### src/rtl/fifo_pkg.sv
// Shared defaults and sizing helpers for the FIFO read-side stream adapter.
package fifo_pkg;

  localparam int unsigned DEF_DW        = 16;
  localparam int unsigned DEF_RD_LAT    = 1;
  localparam int unsigned DEF_BUF_DEPTH = 4;
  localparam int unsigned DEF_PKT_LEN   = 8;
  localparam int unsigned DEF_PW        = 8;

  // Index width for a power-of-two buffer; never below 1 so slices stay legal.
  function automatic int unsigned ptr_width(input int unsigned depth);
    int unsigned w;
    w = 1;
    while ((32'd1 << w) < depth) w++;
    return w;
  endfunction

endpackage

### src/rtl/stream_skid_buf.sv
// Circular DW x DEPTH buffer with wrap-bit pointers; head is valid whenever occupancy is non-zero.
module stream_skid_buf
  import fifo_pkg::*;
#(
  parameter int unsigned  DW    = DEF_DW,
  parameter int unsigned  DEPTH = DEF_BUF_DEPTH,
  localparam int unsigned AW    = ptr_width(DEPTH)
) (
  input  logic          clk,
  input  logic          rst,
  input  logic          push_i,
  input  logic [DW-1:0] push_data_i,
  input  logic          pop_i,
  output logic          valid_o,
  output logic [DW-1:0] head_o,
  output logic [AW:0]   occ_o
);

  logic [DW-1:0] mem_q [DEPTH];
  logic [AW:0]   wr_ptr_q, wr_ptr_d;
  logic [AW:0]   rd_ptr_q, rd_ptr_d;
  logic          empty, full;

  assign empty   = (wr_ptr_q == rd_ptr_q);
  assign full    = (wr_ptr_q[AW-1:0] == rd_ptr_q[AW-1:0]) && (wr_ptr_q[AW] != rd_ptr_q[AW]);
  assign valid_o = !empty;
  assign occ_o   = wr_ptr_q - rd_ptr_q;
  assign head_o  = empty ? '0 : mem_q[rd_ptr_q[AW-1:0]];

  // NOTE: next-state defaults are assigned first so every path drives every signal and no latch appears.
  always_comb begin
    wr_ptr_d = wr_ptr_q;
    rd_ptr_d = rd_ptr_q;
    if (push_i)          wr_ptr_d = wr_ptr_q + (AW+1)'(1);
    if (pop_i && !empty) rd_ptr_d = rd_ptr_q + (AW+1)'(1);
  end

  // NOTE: state registers use non-blocking assignments so all flops update together at the edge.
  always_ff @(posedge clk) begin
    if (rst) begin
      wr_ptr_q <= '0;
      rd_ptr_q <= '0;
    end else begin
      wr_ptr_q <= wr_ptr_d;
      rd_ptr_q <= rd_ptr_d;
    end
  end

  // NOTE: storage is not reset; head_o is forced to zero while empty so stale entries never leak out.
  always_ff @(posedge clk) begin
    if (push_i) mem_q[wr_ptr_q[AW-1:0]] <= push_data_i;
  end

  overflow_a: assert property (@(posedge clk) disable iff (rst) !(push_i && full));

endmodule

### src/rtl/fifo_rd_stream_adapter.sv
// Turns a fixed-latency FIFO read port into a valid/ready packet stream, issuing reads only against free buffer credit.
module fifo_rd_stream_adapter
  import fifo_pkg::*;
#(
  parameter int unsigned DW        = DEF_DW,
  parameter int unsigned RD_LAT    = DEF_RD_LAT,
  parameter int unsigned BUF_DEPTH = DEF_BUF_DEPTH,
  parameter int unsigned PKT_LEN   = DEF_PKT_LEN,
  parameter int unsigned PW        = DEF_PW
) (
  input  logic          clk,
  input  logic          rst,
  input  logic          enable,
  input  logic          fifo_empty,
  output logic          fifo_rd_en,
  input  logic [DW-1:0] fifo_rd_data,
  output logic          m_valid,
  input  logic          m_ready,
  output logic [DW-1:0] m_data,
  output logic          m_last,
  output logic [PW-1:0] pkt_count,
  output logic          busy
);

  localparam int unsigned AW = ptr_width(BUF_DEPTH);
  localparam int unsigned CW = AW + 2;

  logic [RD_LAT-1:0] lat_sr_q, lat_sr_d;
  logic [PW-1:0]     pkt_q, pkt_d;
  logic [AW:0]       occ;
  logic [CW-1:0]     inflight;
  logic              credit_ok, push, pop, last_word;

  always_comb begin
    inflight = '0;
    for (int i = 0; i < RD_LAT; i++) inflight = inflight + CW'(lat_sr_q[i]);
  end

  // Words already buffered plus words still returning must leave room for one more.
  assign credit_ok  = ({1'b0, occ} + inflight) < CW'(BUF_DEPTH);
  assign fifo_rd_en = !rst && enable && !fifo_empty && credit_ok;
  assign push       = lat_sr_q[RD_LAT-1];
  assign pop        = m_valid && m_ready;

  always_comb begin
    lat_sr_d    = '0;
    lat_sr_d[0] = fifo_rd_en;
    for (int i = 1; i < RD_LAT; i++) lat_sr_d[i] = lat_sr_q[i-1];
  end

  assign last_word = (pkt_q == PW'(PKT_LEN - 1));

  always_comb begin
    pkt_d = pkt_q;
    if (pop) pkt_d = last_word ? '0 : pkt_q + PW'(1);
  end

  always_ff @(posedge clk) begin
    if (rst) begin
      lat_sr_q <= '0;
      pkt_q    <= '0;
    end else begin
      lat_sr_q <= lat_sr_d;
      pkt_q    <= pkt_d;
    end
  end

  stream_skid_buf #(
    .DW    (DW),
    .DEPTH (BUF_DEPTH)
  ) u_buf (
    .clk         (clk),
    .rst         (rst),
    .push_i      (push),
    .push_data_i (fifo_rd_data),
    .pop_i       (pop),
    .valid_o     (m_valid),
    .head_o      (m_data),
    .occ_o       (occ)
  );

  assign m_last    = m_valid && last_word;
  assign pkt_count = pkt_q;
  assign busy      = (occ != '0) || (inflight != '0);

endmodule

### config.mk
export PLATFORM = sky130hd
export DESIGN_NAME = fifo_rd_stream_adapter
export DESIGN_NICKNAME = d
export VERILOG_FILES = /design/src/rtl/fifo_pkg.sv /design/src/rtl/stream_skid_buf.sv /design/src/rtl/fifo_rd_stream_adapter.sv
export SDC_FILE = /design/constraint.sdc
export NUM_CORES = 1
export LEC_CHECK = 0
export ABC_CLOCK_PERIOD_IN_PS = 2800
export CORE_UTILIZATION = 30
export CTS_CLUSTER_DIAMETER = 150
export DETAILED_ROUTE_END_ITERATION = 10
export GPL_TIMING_DRIVEN = 0
export SETUP_SLACK_MARGIN = 0.15
export SLEW_MARGIN = 20
export SYNTH_ARGS = -nofsm -noshare
export SYNTH_HDL_FRONTEND = slang
export SYNTH_HIERARCHICAL = 1
export SYNTH_SLANG_ARGS = --single-unit
### constraint.sdc
create_clock -name clk -period 2.8 [get_ports clk]
set_input_delay 0.42 -clock clk [delete_from_list [all_inputs] [get_ports clk]]
set_output_delay 0.42 -clock clk [all_outputs]
set_load 0.05 [all_outputs]
# Word-level counts from Yosys, hierarchy flattened
# Memories as Yosys holds them, arrays and structs flattened. A register that Yosys moved wholly into a read port is not among the register bits.
# Cells that the tools add are included.
[classes]
addsub = 5
n_lt_le_gt_ge = 1
eq_ne = 2
muxes = 6
reduce_logical = 11
[ops]
columns = ["operator", "count"]
rows = [
  ["$mux W16", 1],
  ["$add A8 B1 Y8 const B", 1],
  ["$eq A8 B3 Y1 const B", 1],
  ["$mux W8", 1],
  ["$add A3 B1 Y3 const B", 2],
  ["$logic_and A1 B1 Y1", 6],
  ["$add A3 B1 Y4", 1],
  ["$lt A4 B3 Y1 const B", 1],
  ["$mux W2", 2],
  ["$eq A3 B3 Y1", 1],
  ["$logic_not A1 Y1", 3],
  ["$reduce_bool A3 Y1", 1],
  ["$sub A3 B3 Y3", 1],
  ["$mux W1", 2],
  ["$logic_or A1 B1 Y1", 1],
]
[totals]
register_bits = 15
ramBits = 64
input_bits = 21
out_inout_bits = 28
word_cells = 30
mem_count = 1
[memory_table]
columns = ["memory", "words", "width", "rd", "rd_ports_with_merged_regs", "wr", "line", "source"]
rows = [
  ["u_buf.mem_q", 4, 16, 1, 1, 1, "stream_skid_buf.sv:19", "logic [DW-1:0] mem_q [DEPTH];"],
]

# Depth between registers and ports, before layout
[depth]
depth_word = 6
mapped_depth = 11
mapped_depth_nobuf = 10

# Cells and area by module
# The synthesis kept the hierarchy.
[modules_own_cells]
columns = ["module", "n_inst", "cells_each", "area_each_um2", "seq_area_each_um2"]
rows = [
  ["stream_skid_buf", 1, 157, 3071.7, 2082.0],
  ["fifo_rd_stream_adapter", 1, 56, 478.0, 180.2],
]

# Least setup slack after synthesis
# No wires, ideal clock.
[synth_timing]
path_type = "flip-flop to output port"
startpoint = "register u_buf.wr_ptr_q[0]"
endpoint = "output port fifo_rd_en"
t_arrival_ns = 2.517
required_time_ns = 2.380
slack_ns = -0.137
path_stages_with_launch = 7
path_buffers = 0
path_cell_list = "dfxtp_1 inv_1 ha_1 fa_1 xnor2_1 or4b_1 a31oi_1"
[synth_between]
elab_chain_len = 4
[synth_lines]
columns = ["item", "line", "source"]
rows = [
  ["start: declaration", "stream_skid_buf.sv:20", "logic [AW:0] wr_ptr_q, wr_ptr_d;"],
  ["start signal: assignment", "stream_skid_buf.sv:44", "wr_ptr_q <= wr_ptr_d;"],
  ["$sub A3 B3 Y3", "stream_skid_buf.sv:27", "assign occ_o = wr_ptr_q - rd_ptr_q;"],
  ["net occ[2]", "fifo_rd_stream_adapter.sv:30", "logic [AW:0] occ;"],
  ["$add A3 B1 Y4", "fifo_rd_stream_adapter.sv:40", "assign credit_ok = ({1'b0, occ} + inflight) < CW'(BUF_DEPTH);"],
  ["$lt A4 B3 Y1", "fifo_rd_stream_adapter.sv:40", ""],
  ["$logic_and A1 B1 Y1", "fifo_rd_stream_adapter.sv:41", "assign fifo_rd_en = !rst && enable && !fifo_empty && credit_ok;"],
  ["end: declaration", "fifo_rd_stream_adapter.sv:15", "output logic fifo_rd_en,"],
]
# The timed path passes the listed nets, and every way through them passes these cells.

# Worst setup path in the final report
# Same ends and word-level chain as after synthesis.

==> results.md <==
* Period Utilization, post-route at 94.2%
* Placed cell areas at 4220 µm²
* Design Area, Final at 4630 µm²
* Max Buffers Root-to-Sink at 2
* Crit path kind: flop to output pin
* Sw frac at 27.3%
* Height of the die at 111 µm
* Slew Viols, Final at 0
* Flop2flop setup slack at 410 ps
* Max Cap Viol at 0
* Placed wire-length estimate at 4190 µm
* Power Density at between 700 and 800 nW/µm²
* Detailed-route wire length per cell at roughly 15 µm
* Total gr overflow at 0
* Largest delay share family, worst path: simple AND/OR/NAND/NOR gates
* First-pass GRT wire length at 10400 µm
* Hold Vio Cnt, Final at 0
* Crit path arrival time at 2220 ps
* Nets at 310
* Slew headroom at 36.4%
* Place WS at -431 ps
* Clk slew on worst S/H paths at around 60 ps
* Layout cells sized above 1 at about 27%
* Worst-Margin Slew at 954 ps
* Fraction of registers with async set/reset at 0%
* Worst-Skew Late Latency at 320 ps
* Die Area at 12300 µm²
* Placeable Area at 11500 µm²
* Antenna-violating nets left at 0
* Avg Cell Area, Syn at 16.7 µm²
* VDD IR max at between 0.3 and 0.4 mV
* All-Layer GR Usage at 11.0%
* Setup WS post-layout at 163 ps
* Post-synth top area share at 54.1%
* Number of global-route vias before repair at 2055
* Worst Hold Depth at 2
* RR Startpoint: u_buf/rd_ptr_q[1]
* Via count at between 2000 and 2500
* WP buf/inv at 2
* Ys Warns at 6
* CP required at 2380 ps
* Post-layout util at 40.4%
* TritonCTS buffer count at 9
* Max stage delay cell, worst path: or4b_4
* CTS tree: built
* Synth area leaders: edfxtp_1, dfxtp_1, mux4_2
* GPL Wtd Cong at 0.776
* R2R depth at 11
* Skew final at 7.87 ps
* Sink Count at between 80 and 90
* Iter 0 DRT Violations at 104
* Int Power at 2470 µW
* Syn nets at 243
* Sw power at 925 µW
* Final setup vio count at 0
* Critical-path cell list: inv_2, ha_4, fa_2, xnor2_2, or4b_4, a31oi_4, buf_6
* Die Span X at 111 µm
* Initial core utilization at 31.0%
* Hold Path Sink: pkt_count[5]
* Overall Power at 3390 µW
* Startpoint types: flop
* Sequential power share at about two fifths
* Outcome: finished, final reports clean
* Routed Wire Length at about 6500 µm
* N_diodes at 0
* Critical Path Sink Type: output pin
* Synthesis-stage register bit count at 81
* Largest net degree at the start of global routing at 18
* Min-delay src: pkt_count[5]
* Row count at 39
* RSZ-0062 raised after global routing: true
* Comb pwr share at 24.7%
* Crit Path Max Fanout at 3
* CP peak stage delay at 520 ps
* Drt first pass iters at 4
* I/O pin count at 49
* Main flop type after synthesis: edfxtp_1
* Synth area leader: edfxtp_1
* Buffers added on ports at 48
* Lkg Pwr at 0.00162 µW
* Area delta synth->final at 30.5%
* Minimum clock period at ~2600 ps
* Seq/Total Area, Yosys at 63.7%
* Number of synthesized flops with an enable pin at 64
* Syn Std Cell Area at 3550 µm²
* Clock power frac at 35.6%
* Initial antenna violation count at 0
* DRC Markers at 0
* # H-tree levels at 3
* Fmax at 0.379 GHz
* FF-to-FF End: pkt_count[7]
* Distinct cells, synth at 46
* Hold WC Path Type: flop to flop
* Average vias per placed instance at ~4.7
* Clock Tree Root: clkbuf_16
* Mapped Cells at 213
## cell families after synthesis
logic type	Yosys count	share of synthesized area [%]
AOI/OAI and AO/OA	18	3.42
xor gates and xnor gates	5	1.45
adders and majority gates	9	3.38
buffers and inverters	17	3.00
DFF	81	63.7
muxes	17	11.1
and+or+nand+nor	66	14.0
## final cells by class
class / instances / area, µm²
Fill cell: 1057 / 6830
Sequential cell: 81 / 2270
Clock buffer: 10 / 229
Inverter: 10 / 41.3
Tap cell: 143 / 179
Timing Repair Buffer: 56 / 541
Buffer: 7 / 68.8
Multi-Input combinational cell: 115 / 1230
Clock inverter: 5 / 78.8
## cells in the final DEF, fill, tap and decap left out, drive strengths merged, types with 2 or more instances in the layout
cell type	instances
and2b	4
dfxtp	17
nand3b	3
xnor2	5
inv	10
o21ai	5
bufinv	2
dlygate4sd2	6
nor3b	2
or4b	2
edfxtp	64
nor2	5
clkinv	2
a21oi	2
nor2b	15
a31oi	4
nor3	2
ha	8
nand3	6
o31ai	2
nand2	8
clkbuf	16
or3	4
buf	15
and2	4
clkdlybuf4s15	8
clkdlybuf4s50	28
mux4	16
or4	4
or3b	2
a211oi	2
## synthesized netlist by cell type, drive strengths merged, types with 2 or more instances
| master | count |
|---|---|
| or3b | 2 |
| edfxtp | 64 |
| a21oi | 2 |
| and2 | 4 |
| xnor2 | 5 |
| or4b | 2 |
| buf | 5 |
| nor2 | 5 |
| ha | 8 |
| clkbuf | 2 |
| o31ai | 2 |
| inv | 10 |
| a211oi | 2 |
| nand3b | 3 |
| dfxtp | 17 |
| nor2b | 15 |
| nand3 | 6 |
| nor3 | 2 |
| and2b | 4 |
| a31oi | 4 |
| or3 | 4 |
| nor3b | 2 |
| or4 | 4 |
| nand2 | 8 |
| mux4 | 16 |
| o21ai | 5 |
## power by group through the flow
| stage | logic [µW] | registers [µW] | clock network, µW |
|---|---|---|---|
| 2_1_floorplan | 543 | 1370 | 0 |
| 3_3_place_gp | 770 | 1370 | 0 |
| 3_5_place_dp | 776 | 1370 | 0 |
| 4_1_cts | 796 | 1340 | 1230 |
| 5_1_grt | 890 | 1350 | 1270 |
| 6_report | 840 | 1350 | 1210 |
## sequential cells by signal, indices dropped and copies added, names as in the netlist, named ones only
signal / flops
pkt_count: 8
u_buf/wr_ptr_q: 3
u_buf/mem_q: 64
u_buf/rd_ptr_q: 3
lat_sr_q: 1
## per-stage QoR
stage | TNS (ps) | hold slack [ps] | cells
5_1_grt | 0 | 561 | 427
3_3_place_gp | -775 | 502 | 404
4_1_cts | 0 | 531 | 423
6_report | 0 | 529 | 427
2_1_floorplan | 0 | 488 | 213
3_5_place_dp | -809 | 523 | 404
## worst reg2reg max path, stage by stage (launching register included)
cell	delay, ps
dfxtp_2	360
inv_1	60
ha_1	280
nand2_2	150
nor2b_4	60
buf_4	150
buf_12	140
clkinvlp_4	110
buf_4	120
nand4_1	150
or4_1	510
a211oi_2	220
## metal layers
layer | vias to the layer above | track usage [%] | wire (µm)
met2 | 35 | 18.4 | 3240
li1 | 965 | - | -
met3 | 8 | 3.61 | 288
met1 | 1001 | 13.5 | 2910
met4 | 0 | 3.47 | 88
met5 | - | 0 | 0
## repair_timing
item | in CTS | in global routing
setup endpoints to repair | 21 | 22
buffers inserted | 4 | 3
pin swaps | 2 | 1
resized for setup | 47 | 22
gates cloned | 0 | 1
hold buffers | 0 | 0
## worst max-delay path by stage
stage | depth (start not counted) | to | slack [ps] | from
after floorplan | 11 | u_buf/rd_ptr_q[2] | 170 | u_buf/wr_ptr_q[0]
after global routing | 7 | fifo_rd_en | 100 | u_buf/wr_ptr_q[0]
after global placement | 7 | fifo_rd_en | -410 | u_buf/wr_ptr_q[0]
final | 7 | fifo_rd_en | 160 | u_buf/wr_ptr_q[0]
after CTS | 6 | fifo_rd_en | 100 | u_buf/wr_ptr_q[1]
after detailed placement | 7 | fifo_rd_en | -430 | u_buf/wr_ptr_q[0]
Power figures use the tool's default switching activity.
